===== src/rtl/calculadora_seq.sv =====
`default_nettype none
// ============================================================================
// calculadora_seq : sequential ALU, single-cycle 000-100, shift-add multiply,
//                   restoring divide/remainder, start/busy handshake
// Revision 1.0
// ============================================================================
module calculadora_seq #(
    parameter int LARGURA = 8
) (
    input  logic               clk,
    input  logic               rst_n,
    input  logic [LARGURA-1:0] entrada_A,
    input  logic [LARGURA-1:0] entrada_B,
    input  logic [2:0]         codigo,
    input  logic               inicio,
    output logic               ocupado,
    output logic [LARGURA-1:0] saida,
    output logic               valido_saida,
    output logic               carry,
    output logic               zero,
    output logic               erro
);

    localparam int CW = $clog2(LARGURA);
    localparam logic [CW-1:0] CONT_INI = CW'(LARGURA - 1);

    typedef enum logic [1:0] {
        OCIOSO  = 2'd0,
        CALCULA = 2'd1,
        FIM     = 2'd2
    } estado_t;

    estado_t              estado, prox_estado;
    logic [CW-1:0]        contador;
    logic [2:0]           op_reg;
    logic [LARGURA-1:0]   a_reg, b_reg;
    logic [2*LARGURA-1:0] produto, produto_prox;
    logic [LARGURA:0]     resto, resto_prox;
    logic [LARGURA-1:0]   quociente, quociente_prox;
    logic [LARGURA:0]     soma;
    logic [LARGURA+1:0]   deslocado;
    logic                 cabe;
    logic                 aceita, multiciclo;
    logic [LARGURA-1:0]   res_simples, res_multi;
    logic                 carry_simples, erro_simples, carry_multi;

    assign aceita     = inicio && (estado == OCIOSO);
    assign multiciclo = aceita && codigo[2] && (|codigo[1:0]) && (entrada_B != '0);
    assign ocupado    = (estado != OCIOSO);

    always_ff @(posedge clk or negedge rst_n) begin
        if (!rst_n) estado <= OCIOSO;
        else        estado <= prox_estado;
    end

    always_comb begin
        prox_estado = estado;
        case (estado)
            OCIOSO:  if (multiciclo) prox_estado = CALCULA;
            CALCULA: if (contador == '0) prox_estado = FIM;
            FIM:     prox_estado = OCIOSO;
            default: prox_estado = OCIOSO;
        endcase
    end

    // 110/111 only reach this path when B==0, so they always carry the error result
    always_comb begin
        res_simples   = '0;
        carry_simples = 1'b0;
        erro_simples  = 1'b0;
        case (codigo)
            3'b001: res_simples = entrada_A;
            3'b010: res_simples = entrada_B;
            3'b011: {carry_simples, res_simples} = {1'b0, entrada_A} + {1'b0, entrada_B};
            3'b100: begin
                res_simples   = entrada_A - entrada_B;
                carry_simples = (entrada_A < entrada_B);
            end
            3'b110: begin
                res_simples  = '1;
                erro_simples = 1'b1;
            end
            3'b111: begin
                res_simples  = entrada_A;
                erro_simples = 1'b1;
            end
            default: res_simples = '0;
        endcase
    end

    // Multiplier and divider step every CALCULA cycle; op_reg picks the result at FIM
    always_comb begin
        soma           = {1'b0, produto[2*LARGURA-1:LARGURA]} + (produto[0] ? {1'b0, a_reg} : '0);
        produto_prox   = {soma, produto[LARGURA-1:1]};
        deslocado      = {resto, quociente[LARGURA-1]};
        cabe           = (deslocado >= {2'b00, b_reg});
        resto_prox     = cabe ? (LARGURA+1)'(deslocado - {2'b00, b_reg}) : (LARGURA+1)'(deslocado);
        quociente_prox = {quociente[LARGURA-2:0], cabe};
    end

    always_comb begin
        res_multi   = '0;
        carry_multi = 1'b0;
        case (op_reg)
            3'b101: begin
                res_multi   = produto[LARGURA-1:0];
                carry_multi = |produto[2*LARGURA-1:LARGURA];
            end
            3'b110:  res_multi = quociente;
            default: res_multi = resto[LARGURA-1:0];
        endcase
    end

    always_ff @(posedge clk or negedge rst_n) begin
        if (!rst_n) begin
            contador     <= '0;
            op_reg       <= '0;
            a_reg        <= '0;
            b_reg        <= '0;
            produto      <= '0;
            resto        <= '0;
            quociente    <= '0;
            saida        <= '0;
            valido_saida <= 1'b0;
            carry        <= 1'b0;
            zero         <= 1'b0;
            erro         <= 1'b0;
        end else begin
            valido_saida <= 1'b0;
            case (estado)
                OCIOSO: begin
                    if (aceita) begin
                        op_reg    <= codigo;
                        a_reg     <= entrada_A;
                        b_reg     <= entrada_B;
                        contador  <= CONT_INI;
                        produto   <= {{LARGURA{1'b0}}, entrada_B};
                        resto     <= '0;
                        quociente <= entrada_A;
                        if (!multiciclo) begin
                            saida        <= res_simples;
                            carry        <= carry_simples;
                            erro         <= erro_simples;
                            zero         <= (res_simples == '0);
                            valido_saida <= 1'b1;
                        end
                    end
                end
                CALCULA: begin
                    produto   <= produto_prox;
                    resto     <= resto_prox;
                    quociente <= quociente_prox;
                    contador  <= contador - CW'(1);
                end
                FIM: begin
                    saida        <= res_multi;
                    carry        <= carry_multi;
                    erro         <= 1'b0;
                    zero         <= (res_multi == '0);
                    valido_saida <= 1'b1;
                end
                default: ;
            endcase
        end
    end

endmodule
`default_nettype wire


===== config.mk =====
export PLATFORM = sky130hd
export DESIGN_NAME = calculadora_seq
export DESIGN_NICKNAME = d
export VERILOG_FILES = /design/src/rtl/calculadora_seq.sv
export SDC_FILE = /design/constraint.sdc
export NUM_CORES = 1
export LEC_CHECK = 0
export ABC_AREA = 1
export BUFFER_PORTS_ARGS = -buffer_cell sky130_fd_sc_hd__buf_2
export CAP_MARGIN = 30
export CORE_MARGIN = 10
export CORE_UTILIZATION = 30
export CTS_CLUSTER_DIAMETER = 40
export DETAILED_ROUTE_END_ITERATION = 8
export PLACE_DENSITY_LB_ADDON = 0.15
export SLEW_MARGIN = 5
export SYNTH_ARGS = -nofsm -noshare
export SYNTH_HDL_FRONTEND = slang
export SYNTH_SLANG_ARGS = --single-unit

===== constraint.sdc =====
create_clock -name clk -period 3.37 [get_ports clk]
set_clock_uncertainty 0.2 [all_clocks]
set_input_delay 0 -clock clk [delete_from_list [all_inputs] [get_ports clk]]
set_output_delay 0 -clock clk [all_outputs]
set_load 0.02 [all_outputs]

**Word-level counts from Yosys, hierarchy flattened**

Index checks and enable logic that the tools add are counted.

- Flip-flop bits (word level): 69
- Bits of input ports: 22
- Output and inout port bits: 13
- Word-level logic and storage cells: 87

- $add $sub $neg: 5
- Magnitude comparators: 2
- Eq/ne operators: 14
- Multiplexer cells: 33
- Reduce and logical (&&, ||, !) cells: 20

Operators with widths:

| kind | number |
|---|---|
| one-hot mux 8 bit (2 select lines) | 3 |
| one-hot mux 8 bit (5 select lines) | 1 |
| two-way mux 8 bit | 4 |
| one-hot mux 16 bit (2 select lines) | 1 |
| adder 8 x 8 -> 9 bit | 2 |
| two-way mux 9 bit | 2 |
| one-hot mux 9 bit (2 select lines) | 1 |
| zero test 8 bit | 2 |
| two-way mux 16 bit | 1 |
| equality test 3 bit (second input constant) | 5 |
| >= comparator 10 x 8 -> 1 bit | 1 |
| two-way mux 1 bit | 10 |
| one-hot mux 1 bit (2 select lines) | 5 |
| subtractor 9 x 8 -> 9 bit | 1 |
| less-than comparator 8 bit | 1 |
| inequality test 2 bit (second input constant) | 4 |
| nonzero test 8 bit | 1 |
| OR reduction 8 bit | 1 |
| subtractor 8 bit | 1 |
| equality test 3 x 2 -> 1 bit (second input constant) | 2 |
| one-hot mux 3 bit (2 select lines) | 1 |
| AND reduction 2 bit | 3 |
| nonzero test 2 bit | 3 |
| OR reduction 2 bit | 3 |
| other kinds (11) | 15 |

**Longest topological paths before layout**

Gate-level depths: netlist (run 1).

- Depth in word-level cells: 8
- Depth in mapped cells: 15
- Depth with buffers taken out: 14

**Worst setup path after synthesis (run 1)**

OpenSTA, ideal clock, no wires.

- Path kind: register to register
- Start: register produto[0]
- End: register produto[15]
- Library setup time: 117 ps
- Arrival: 2,026 ps
- Data required time: 3,053 ps
- Slack: 1,027 ps
- Stages on the path, launching flop included: 16
- Buffers on the path: 1
- Cells stage by stage: dfrtp_1 clkbuf_1 nand2_1 inv_1 ha_1 fa_1 a21oi_1 o21ai_0 nand2_1 nand2_1 a21oi_1 nor2_1 o21ai_0 nand2_1 nand2_1 nand2_1

- Longest elaborated chain between the ends: 3

RTL lines:

| element | line | source |
|---|---|---|
| start: declaration | 37 | `logic [2*LARGURA-1:0] produto, produto_prox;` |
| start signal: assignment | 137 | `produto <= {{LARGURA{1'b0}}, entrada_B};` |
| start signal: assignment | 150 | `produto <= produto_prox;` |
| two-way mux 8 bit | 93 | `soma = {1'b0, produto[2*LARGURA-1:LARGURA]} + (produto[0] ? {1'b0, a_reg} : '0);` |
| adder 8 x 8 -> 9 bit | 93 |  |
| one-hot mux 16 bit (2 select lines) | 130 | `case (estado)` |

Every way passes these cells.
A chain may end at the register's enable or synchronous reset.

**Final worst setup path (run 1)**

- Start: register quociente[7]
- End: register resto[7]

- Longest elaborated chain between the ends: 3
- Elaborated cells between the ends (all ways): 4
- Classes of those cells: add/sub: 1; order compare: 1; mux: 2

RTL lines:

| element | line | source |
|---|---|---|
| start: declaration | 39 | `logic [LARGURA-1:0] quociente, quociente_prox;` |
| start signal: assignment | 139 | `quociente <= entrada_A;` |
| start signal: assignment | 152 | `quociente <= quociente_prox;` |
| subtractor 9 x 8 -> 9 bit or >= comparator 10 x 8 -> 1 bit (tied branches) | 97, 96 |  |
| two-way mux 9 bit (*) | 97 | `resto_prox = cabe ? (LARGURA+1)'(deslocado - {2'b00, b_reg}) : (LARGURA+1)'(deslocado);` |
| one-hot mux 9 bit (2 select lines) (*) | 130 |  |
| end signal: assignment | 151 | `resto <= resto_prox;` |
| end: declaration | 38 | `logic [LARGURA:0] resto, resto_prox;` |

Every way passes the cells marked *; elsewhere a longest branch is shown, timed or not.

==> results of run 1 <==
logic make-up (layout without fill, tap and decap cells):
kind of cell / count (synthesis) / after routing / synth area share
AOI/OAI and AO/OA: 120 / 120 / 0.1571
xor gates and xnor gates: 9 / 9 / 0.01666
adders and majority gates: 39 / 39 / 0.1095
buffers and inverters: 112 / 173 / 0.09151
DFF: 69 / 69 / 0.3650
and+or+nand+nor: 287 / 287 / 0.2602
synthesized netlist by cell type (all sizes together), types with 3 or more instances:
library cell and n:
nand2 183, a21oi 41, clkbuf 6, nor2 49
o21ai 37, fa 4, nand4 10, clkinv 3
o22ai 3, o221ai 18, ha 35, o21bai 4
o211ai 7, inv 95, buf 8, xor2 7
dfrtp 69, nand3 40
per-layer routing:
layer	vias to the layer above	routed length [um]
met2	104	6574
met4	0	204
met5	-	0
met3	11	706
li1	2201	-
met1	2083	7030
path summary, 6_finish.rpt:
kind,end,start,slack [ns],cells after the start
max reg2reg,resto[7]$_DFFE_PN0P_,quociente[7]$_DFFE_PN0P_,0.84,12
min in group clk,produto[15]$_DFFE_PN0P_,inicio,0.05,6
min,produto[12]$_DFFE_PN0P_,rst_n,0.01,2
max,resto[7]$_DFFE_PN0P_,quociente[7]$_DFFE_PN0P_,0.84,12
max in group asynchronous,b_reg[5]$_DFFE_PN0P_,rst_n,2.21,3
min reg2reg,a_reg[5]$_DFFE_PN0P_,a_reg[5]$_DFFE_PN0P_,0.27,2
per-stage QoR:
step	util	power, mW	instances	instance area, um2
after CTS	0.3690	5.166	908	5652
after global placement	0.3350	4.108	871	5130
after detailed placement	0.3350	4.136	871	5130
after global routing	0.3690	5.645	908	5652
after floorplan	-	3.351	636	4731
final	0.3690	5.122	908	5652
final cells by class:
class	instances	area share
inverter	98	0.06509
clock inverter	4	0.009741
sequential	69	0.3055
clock buffer	12	0.04538
tap	211	0.04671
timing repair buffer	59	0.07261
multi-input combinational	455	0.4549
worst max-delay path, delay by kind of cell (launching register included):
kind	cells	cell delay, ns
flops	1	0.38
buf+inv	3	0.42
compound gates	3	0.47
fa+ha+maj	2	0.40
simple gates	4	0.54
power by group:
| group | internal (mW) | leakage (nW) | switching [mW] |
|---|---|---|---|
| Sequential | 1.24 | 0.855 | 0.247 |
| Combinational | 0.922 | 1.90 | 1.73 |
| Clock | 0.617 | 0.149 | 0.367 |
| Total | 2.78 | 2.91 | 2.35 |
repair_timing:
| action | in CTS | in global routing |
|---|---|---|
| setup endpoints to repair | 0 | 0 |
| hold endpoints to repair | 67 | 0 |
| hold buffers | 21 | 0 |
==> flow_metrics.py, run 1 <==
metrics = {
    "clock_network": {
        "cts_max_level": 3,
        "post_cts_buffers": 0,
        "ctsResizeCount": 0,
        "cts_sinks": 69,
        "cts_tree": "yes",
        "clk_pin_slew_ns": 0.06,
        "clock_tree.buffer_depth": 2,
        "root_buffer": "clkbuf_16",
        "cts_buffers": 9,
        "clk_latency_ns": 0.34,
    },
    "critical_path": {
        "path_class": "register to register",
        "start_kind": "register",
        "cp_common_cell": "inv_1",
        "cp_slowest_stage_delay_ns": 0.38,
        "crit_fanout": 10,
        "crit_required_ns": 3.38,
        "critPathArrivalTime_ns": 2.54,
        "cp_slowest_cell": "dfrtp_1",
        "path_cells": "inv_1, ha_1, fa_1, inv_1, a21oi_2, nor3_2, nor2_2, nand3_2, inv_2, a21oi_1, o21ai_0, nand2_1",
        "cp-end-kind": "register",
    },
    "floorplan": {
        "fp-row-count": 45,
        "dieWidth_um": 145.6,
        "start_util": 0.3089,
        "ios": 35,
        "core_um2": 15310,
        "dieArea_um2": 21190,
        "die_h_um": 145.6,
    },
    "pwr": {
        "ir_drop_uv": 347.4,
        "pwr_density_cell_nw_per_um2": 906.3,
        "leakage_nw": 2.907,
    },
    "run_status": {
        "status": "finished, final reports clean",
    },
    "yosys": {
        "synthArstFlopShare": 1.000,
        "synth_edf_count": 0,
        "synth.cell_area_um2": 4731,
        "netlist.area_leader.share": 0.3650,
        "synth_nets": 697,
        "ys_seq_area_frac": 0.3650,
        "synth_top_flop_cell": "dfrtp_1",
        "netlist_instances": 636,
        "ys_seq_elements": 69,
        "yosys.area.top_type": "dfrtp_1",
        "synth.area.top_cells": "dfrtp_1 36%, nand2_1 14%, ha_1 9.3%",
        "syn_avg_cell_area_um2": 7.438,
        "yosys_warnings": 0,
        "yosys.cell_types.count": 40,
    },
    "routing": {
        "drtIter0Drc": 308,
        "via_count": 4399,
        "wire_per_inst_um": 15.99,
        "drt.antenna.violating_nets": 0,
        "drcViolationCount": 0,
        "drt-total-wl_mm": 14.52,
        "firstDrtPassIters": 6,
        "vias_per_cell": 4.845,
    },
    "final_layout": {
        "multiInputGateArea_um2": 2571,
        "ff_latch_area_um2": 1727,
        "top_regs": "produto (16), resto (9)",
        "largest_reg_flops": 16,
        "fillers": 1651,
        "final_nets": 753,
        "final_common_cell": "nand2_1",
        "top_register": "produto",
        "syn2layout_area_growth_pct": 19.47,
        "drive_gt1_frac": 0.1133,
        "layout_common_cells": "181 x nand2_1, 89 x inv_1, 69 x dfrtp_1, 40 x nor2_1, 39 x a21oi_1",
        "antenna_cells": 0,
    },
    "placement": {
        "dpl.hpwl_mm": 11.27,
        "port_buffers": 34,
        "place.gp.congestion": 0.8343,
        "place_ws_ns": 0.8435,
    },
    "global_route": {
        "globalRouteMet2Util": 0.2082,
        "globalRouteMet1Util": 0.1933,
        "grt_most_used_layer": "met2",
        "grt_max_degree": 31,
        "met3_usage": 0.03136,
        "grt_antenna_before_repair": 0,
        "first_global_vias": 4350,
        "overflow": 0,
        "grt_usage": 0.1387,
        "grt_pass1_wl_mm": 23.69,
    },
    "sta": {
        "fin_hold_ws_ns": 0.01091,
        "finalSetupTns_ns": 0,
        "worst_slew_margin_rel": 0.5498,
        "layout_setup_ws_ns": 0.8372,
        "fmax_ghz": 0.3948,
        "post-route-period-util": 0.7516,
        "setup_viol": 0,
        "worstMarginPinSlew_ns": 0.6745,
        "drv_slew": 0,
        "finalHoldViolCount": 0,
        "rsz0062_at_grt": "no",
        "period_needed_ns": 2.533,
    },
    "run": {
        "drv_cap": 0,
    },
    "hold_path": {
        "hp-class": "input pin to asynchronous set/reset pin",
    },
}
(Power assumes the default switching activity.)
==> inputs of run 2 (changes only) <==
clock period = 2.6 ns   (was 3.37 ns; I/O delays follow)
==> flow_metrics.py, run 2 (synthesized netlist as in run 1, its figures left out) <==
metrics = {
    "clock_network": {
        "cts_sinks": 69,
        "cts_tree": "yes",
        "root_buffer": "clkbuf_16",
        "clock_tree.buffer_depth": 2,
        "cts_buffers": 9,
        "clk_pin_slew_ns": 0.06,
        "cts_max_level": 3,
        "clk_latency_ns": 0.34,
    },
    "placement": {
        "dp.cells": 877,
        "port_buffers": 34,
        "dpl.hpwl_mm": 11.16,
        "place.gp.congestion": 0.8547,
        "place_area_um2": 5175,
    },
    "routing": {
        "wire_per_inst_um": 15.81,
        "vias_per_cell": 4.838,
        "drt.antenna.violating_nets": 0,
        "drtIter0Drc": 269,
        "drt-total-wl_mm": 14.50,
        "via_count": 4436,
        "drcViolationCount": 0,
        "firstDrtPassIters": 4,
    },
    "critical_path": {
        "path_class": "input pin to register",
        "rrSetupSlack_ns": 0.27,
        "crit_fanout": 10,
        "r2r-start": "produto[0]$_DFFE_PN0P_",
        "start_kind": "input pin",
        "rr_worst_depth": 14,
        "crit_required_ns": 2.66,
        "setup.worst_path.start": "entrada_B[3]",
        "r2r-end": "produto[15]$_DFFE_PN0P_",
        "cp-end-kind": "register",
        "critPathArrivalTime_ns": 2.51,
    },
    "floorplan": {
        "dieWidth_um": 145.6,
        "dieArea_um2": 21190,
        "ios": 35,
        "start_util": 0.3089,
        "fp-row-count": 45,
        "core_um2": 15310,
        "die_h_um": 145.6,
    },
    "sta": {
        "rsz0062_at_grt": "no",
        "finalSetupTns_ns": 0,
        "drv_slew": 0,
        "fmax_ghz": 0.4094,
        "post-route-period-util": 0.9395,
        "worstMarginPinSlew_ns": 0.5754,
        "setup_viol": 0,
        "worst_slew_margin_rel": 0.6122,
        "period_needed_ns": 2.443,
        "finalHoldViolCount": 0,
    },
    "global_route": {
        "grt_max_degree": 37,
        "overflow": 0,
        "grt_antenna_before_repair": 0,
        "grt_pass1_wl_mm": 23.69,
        "grt_usage": 0.1368,
        "first_global_vias": 4407,
    },
    "final_layout": {
        "fillers": 1631,
        "fin_util": 0.3770,
        "syn2layout_area_growth_pct": 22.06,
        "top_regs": "produto (16), resto (9)",
        "final_cell_count_no_fill": 917,
        "design_area_um2": 5774,
        "top_register": "produto",
        "antenna_cells": 0,
        "final_nets": 762,
        "layout_common_cells": "181 x nand2_1, 89 x inv_1, 68 x dfrtp_1, 40 x nor2_1, 38 x a21oi_1",
        "drive_gt1_frac": 0.1275,
        "largest_reg_flops": 16,
        "final_common_cell": "nand2_1",
    },
    "run_status": {
        "status": "finished, final reports clean",
    },
    "pwr": {
        "pwr_density_cell_nw_per_um2": 1198,
        "ir_drop_uv": 396.1,
        "leakage_nw": 2.966,
    },
    "run": {
        "drv_cap": 0,
    },
    "hold_path": {
        "hp-class": "input pin to asynchronous set/reset pin",
    },
}
[run 2: worst max path at each step]
stage                                    to  slack [ns]  depth (start not counted)
finish                     zero$_DFFE_PN0P_        0.16                         14
global route               zero$_DFFE_PN0P_       0.003                         14
CTS                 produto[15]$_DFFE_PN0P_        0.12                         14
detailed placement  produto[15]$_DFFE_PN0P_        0.13                         14
global placement    produto[15]$_DFFE_PN0P_        0.18                         14
floorplan           produto[15]$_DFFE_PN0P_        0.26                         15
[run 2: layout make-up]
cell class | count | area, um2 | share of cell area
clock buffer | 10 | 239.0 | 0.04139
clock inverter | 6 | 110.1 | 0.01907
inverter | 98 | 370.4 | 0.06414
multi-input combinational | 455 | 2582 | 0.4472
sequential | 69 | 1728 | 0.2992
tap | 211 | 264.0 | 0.04572
timing repair buffer | 68 | 480.5 | 0.08321
[run 2: worst max-delay path, stage by stage]
cell and delay, ns:
dlygate4sd3_1 0.53, buf_2 0.16, clkinv_1 0.12, ha_1 0.49, inv_1 0.10, nand2_1 0.14
nand2_1 0.06, nand2_1 0.09, nand4_1 0.09, nand3_1 0.13, nand2_1 0.06, nor2_1 0.23
nand4_1 0.16, a21oi_1 0.15
[run 2: repair_timing]
| item | 4_1_cts | 5_1_grt |
|---|---|---|
| setup endpoints to repair | 0 | 3 |
| resized for setup | 0 | 4 |
| buffers inserted | 0 | 2 |
| hold endpoints to repair | 109 | 0 |
| hold buffers | 22 | 0 |
[run 2: metal layers]
layer,wire [um],part of all wire,global-route usage,vias up
met5,0,0,0,-
met4,151,0.010,0.04196,0
met3,412,0.028,0.02142,9
met2,6568,0.45,0.2075,82
met1,7369,0.51,0.1940,2125
li1,-,-,-,2220
[run 2: report_power, final]
part	leakage, nW	switching [mW]	internal (mW)	total, mW
Clock	0.165	0.501	0.962	1.46
Sequential	0.854	0.298	1.60	1.90
Combinational	1.95	2.28	1.27	3.55
Total	2.97	3.08	3.84	6.92
[run 2: stage by stage]
stage               setup WS [ns]  hold WS [ns]  total power [mW]
floorplan                  0.2571       -0.4956             4.343
global placement           0.1767       -0.1162             5.370
detailed placement         0.1285       -0.1122             5.393
CTS                        0.1243       0.07113             6.909
global route             0.003472       0.08939             7.552
finish                     0.1573       0.04408             6.919
==> inputs of run 3 (changes only) <==
--- a/config.mk
+++ b/config.mk
@@ -7,5 +7,4 @@
 export LEC_CHECK = 0
 export ABC_AREA = 1
-export BUFFER_PORTS_ARGS = -buffer_cell sky130_fd_sc_hd__buf_2
 export CAP_MARGIN = 30
 export CORE_MARGIN = 10
@@ -13,4 +12,5 @@
 export CTS_CLUSTER_DIAMETER = 40
 export DETAILED_ROUTE_END_ITERATION = 8
+export DONT_BUFFER_PORTS = 1
 export PLACE_DENSITY_LB_ADDON = 0.15
 export SLEW_MARGIN = 5
==> constraint.sdc (replaced) <==
create_clock -name clk -period 2.6 [get_ports clk]
set_clock_uncertainty 0.2 [all_clocks]
set_input_delay 0 -clock clk [delete_from_list [all_inputs] [get_ports clk]]
set_output_delay 0 -clock clk [all_outputs]
set_load 0.1 [all_outputs]
==> flow_metrics.py, run 3 (synthesized netlist as in run 1, its figures left out) <==
metrics = {
    "run_status": {
        "status": "finished, final reports clean",
    },
    "routing": {
        "drcViolationCount": 0,
        "vias_per_cell": 4.967,
        "drt-total-wl_mm": 14.72,
        "via_count": 4421,
        "drtIter0Drc": 290,
        "firstDrtPassIters": 4,
        "drt.antenna.violating_nets": 0,
        "wire_per_inst_um": 16.54,
    },
    "final_layout": {
        "largest_reg_flops": 16,
        "antenna_cells": 0,
        "fin_util": 0.3685,
        "drive_gt1_frac": 0.08542,
        "top_regs": "produto (16), resto (9)",
        "layout_common_cells": "181 x nand2_1, 89 x inv_1, 69 x dfrtp_1, 40 x nor2_1, 39 x a21oi_1",
        "syn2layout_area_growth_pct": 19.31,
        "final_common_cell": "nand2_1",
        "final_nets": 736,
        "top_register": "produto",
        "design_area_um2": 5644,
    },
    "global_route": {
        "overflow": 0,
        "grt_usage": 0.1390,
        "grt_pass1_wl_mm": 23.79,
        "grt_max_degree": 70,
        "first_global_vias": 4271,
        "grt_antenna_before_repair": 0,
    },
    "sta": {
        "period_needed_ns": 2.380,
        "drv_slew": 0,
        "worst_slew_margin_rel": 0.4187,
        "fin_hold_ws_ns": 0.006964,
        "post-route-period-util": 0.9153,
        "finalHoldViolCount": 0,
        "rsz0062_at_grt": "no",
        "worstMarginPinSlew_ns": 0.8725,
        "fmax_ghz": 0.4202,
        "finalSetupTns_ns": 0,
        "setup_viol": 0,
    },
    "critical_path": {
        "path_class": "register to register",
        "cp-end-kind": "register",
        "critPathArrivalTime_ns": 2.41,
        "rr_worst_depth": 14,
        "start_kind": "register",
        "crit_required_ns": 2.63,
        "crit_fanout": 9,
    },
    "pwr": {
        "power_frac_comb": 0.564,
        "switchingPower_mw": 3.689,
        "sw_frac_of_total": 0.5014,
        "pwr_density_cell_nw_per_um2": 1303,
        "clockPowerShare": 0.172,
        "leakage_nw": 2.848,
        "total_power_mw": 7.356,
        "power.internal_mw": 3.668,
        "ir_drop_uv": 455.8,
        "p_seq_frac": 0.264,
    },
    "clock_network": {
        "root_buffer": "clkbuf_16",
        "clk_pin_slew_ns": 0.06,
        "clock_tree.buffer_depth": 2,
        "cts_max_level": 3,
        "cts_buffers": 9,
        "clk_latency_ns": 0.34,
        "cts_sinks": 69,
        "cts_tree": "yes",
    },
    "placement": {
        "place_area_um2": 5057,
        "place.gp.congestion": 0.8269,
        "port_buffers": 0,
        "dpl.hpwl_mm": 11.29,
    },
    "run": {
        "drv_cap": 0,
    },
    "hold_path": {
        "hp-class": "input pin to asynchronous set/reset pin",
    },
    "floorplan": {
        "die_h_um": 145.6,
        "core_um2": 15310,
        "ios": 35,
        "start_util": 0.3089,
        "dieArea_um2": 21190,
        "dieWidth_um": 145.6,
        "fp-row-count": 45,
    },
}
-- run 3: changes by cell type in the layout (fill, tap and decap cells not counted), moves of 2 or more --
cell           delta
buf_2            -34
buf_4             +5
a21oi_2           -2
bufinv_16         -2
dlygate4sd3_1     +2
-- run 3: power by group through the flow --
stage | clock network, mW | logic [mW] | registers, mW
final | 1.26 | 4.15 | 1.94
after global routing | 1.34 | 4.61 | 2.00
after CTS | 1.28 | 4.10 | 1.94
after detailed placement | 0 | 4.00 | 1.96
after global placement | 0 | 3.98 | 1.95
after floorplan | 0 | 2.45 | 2.47
-- run 3: metal layers --
layer  GRT usage  part of all wire
met1      0.1930              0.50
met2      0.2144              0.45
met3     0.03043             0.042
met4     0.03236             0.011
met5           0                 0
-- run 3: layout make-up --
| cell class | count | area (um2) |
|---|---|---|
| clock buffer | 12 | 256.5 |
| clock inverter | 3 | 45.04 |
| fill | 1611 | 9671 |
| inverter | 98 | 370.4 |
| multi-input combinational | 455 | 2586 |
| sequential | 69 | 1727 |
| tap | 211 | 264.0 |
| timing repair buffer | 42 | 395.4 |
-- run 3: worst paths after layout --
| check | slack [ns] | endpoint | start |
|---|---|---|---|
| min in group clk | 0.06 | carry$_DFFE_PN0P_ | entrada_A[7] |
| max in group asynchronous | 1.89 | b_reg[6]$_DFFE_PN0P_ | rst_n |
| setup reg to reg | 0.22 | produto[15]$_DFFE_PN0P_ | produto[0]$_DFFE_PN0P_ |
| setup / recovery | 0.22 | produto[15]$_DFFE_PN0P_ | produto[0]$_DFFE_PN0P_ |
| hold / removal | 0.007 | produto[13]$_DFFE_PN0P_ | rst_n |
| hold reg to reg | 0.27 | a_reg[6]$_DFFE_PN0P_ | a_reg[6]$_DFFE_PN0P_ |
-- run 3: timing repair --
action / in CTS / in global routing
hold endpoints to repair: 117 / 0
gates resized for setup: 0 / 3
hold buffers: 25 / 0
setup endpoints to repair: 0 / 4
setup buffers: 0 / 0
-- run 3: critical path: stages, from the launching register on --
cell,delay (ns)
dfrtp_1,0.37
buf_4,0.17
nand2_1,0.06
inv_1,0.06
fa_1,0.43
a21oi_1,0.16
o21ai_0,0.13
nand2_1,0.10
nand2_1,0.06
a21oi_1,0.16
nor2_1,0.08
o21ai_0,0.14
nand2_1,0.06
nand2_1,0.05
nand2_1,0.04
-- run 3: stage by stage --
stage	instances	worst slack (ns)
floorplan	636	0.2571
global placement	850	0.2007
detailed placement	850	0.1902
CTS	890	0.1678
global route	890	0.02169
finish	890	0.2202
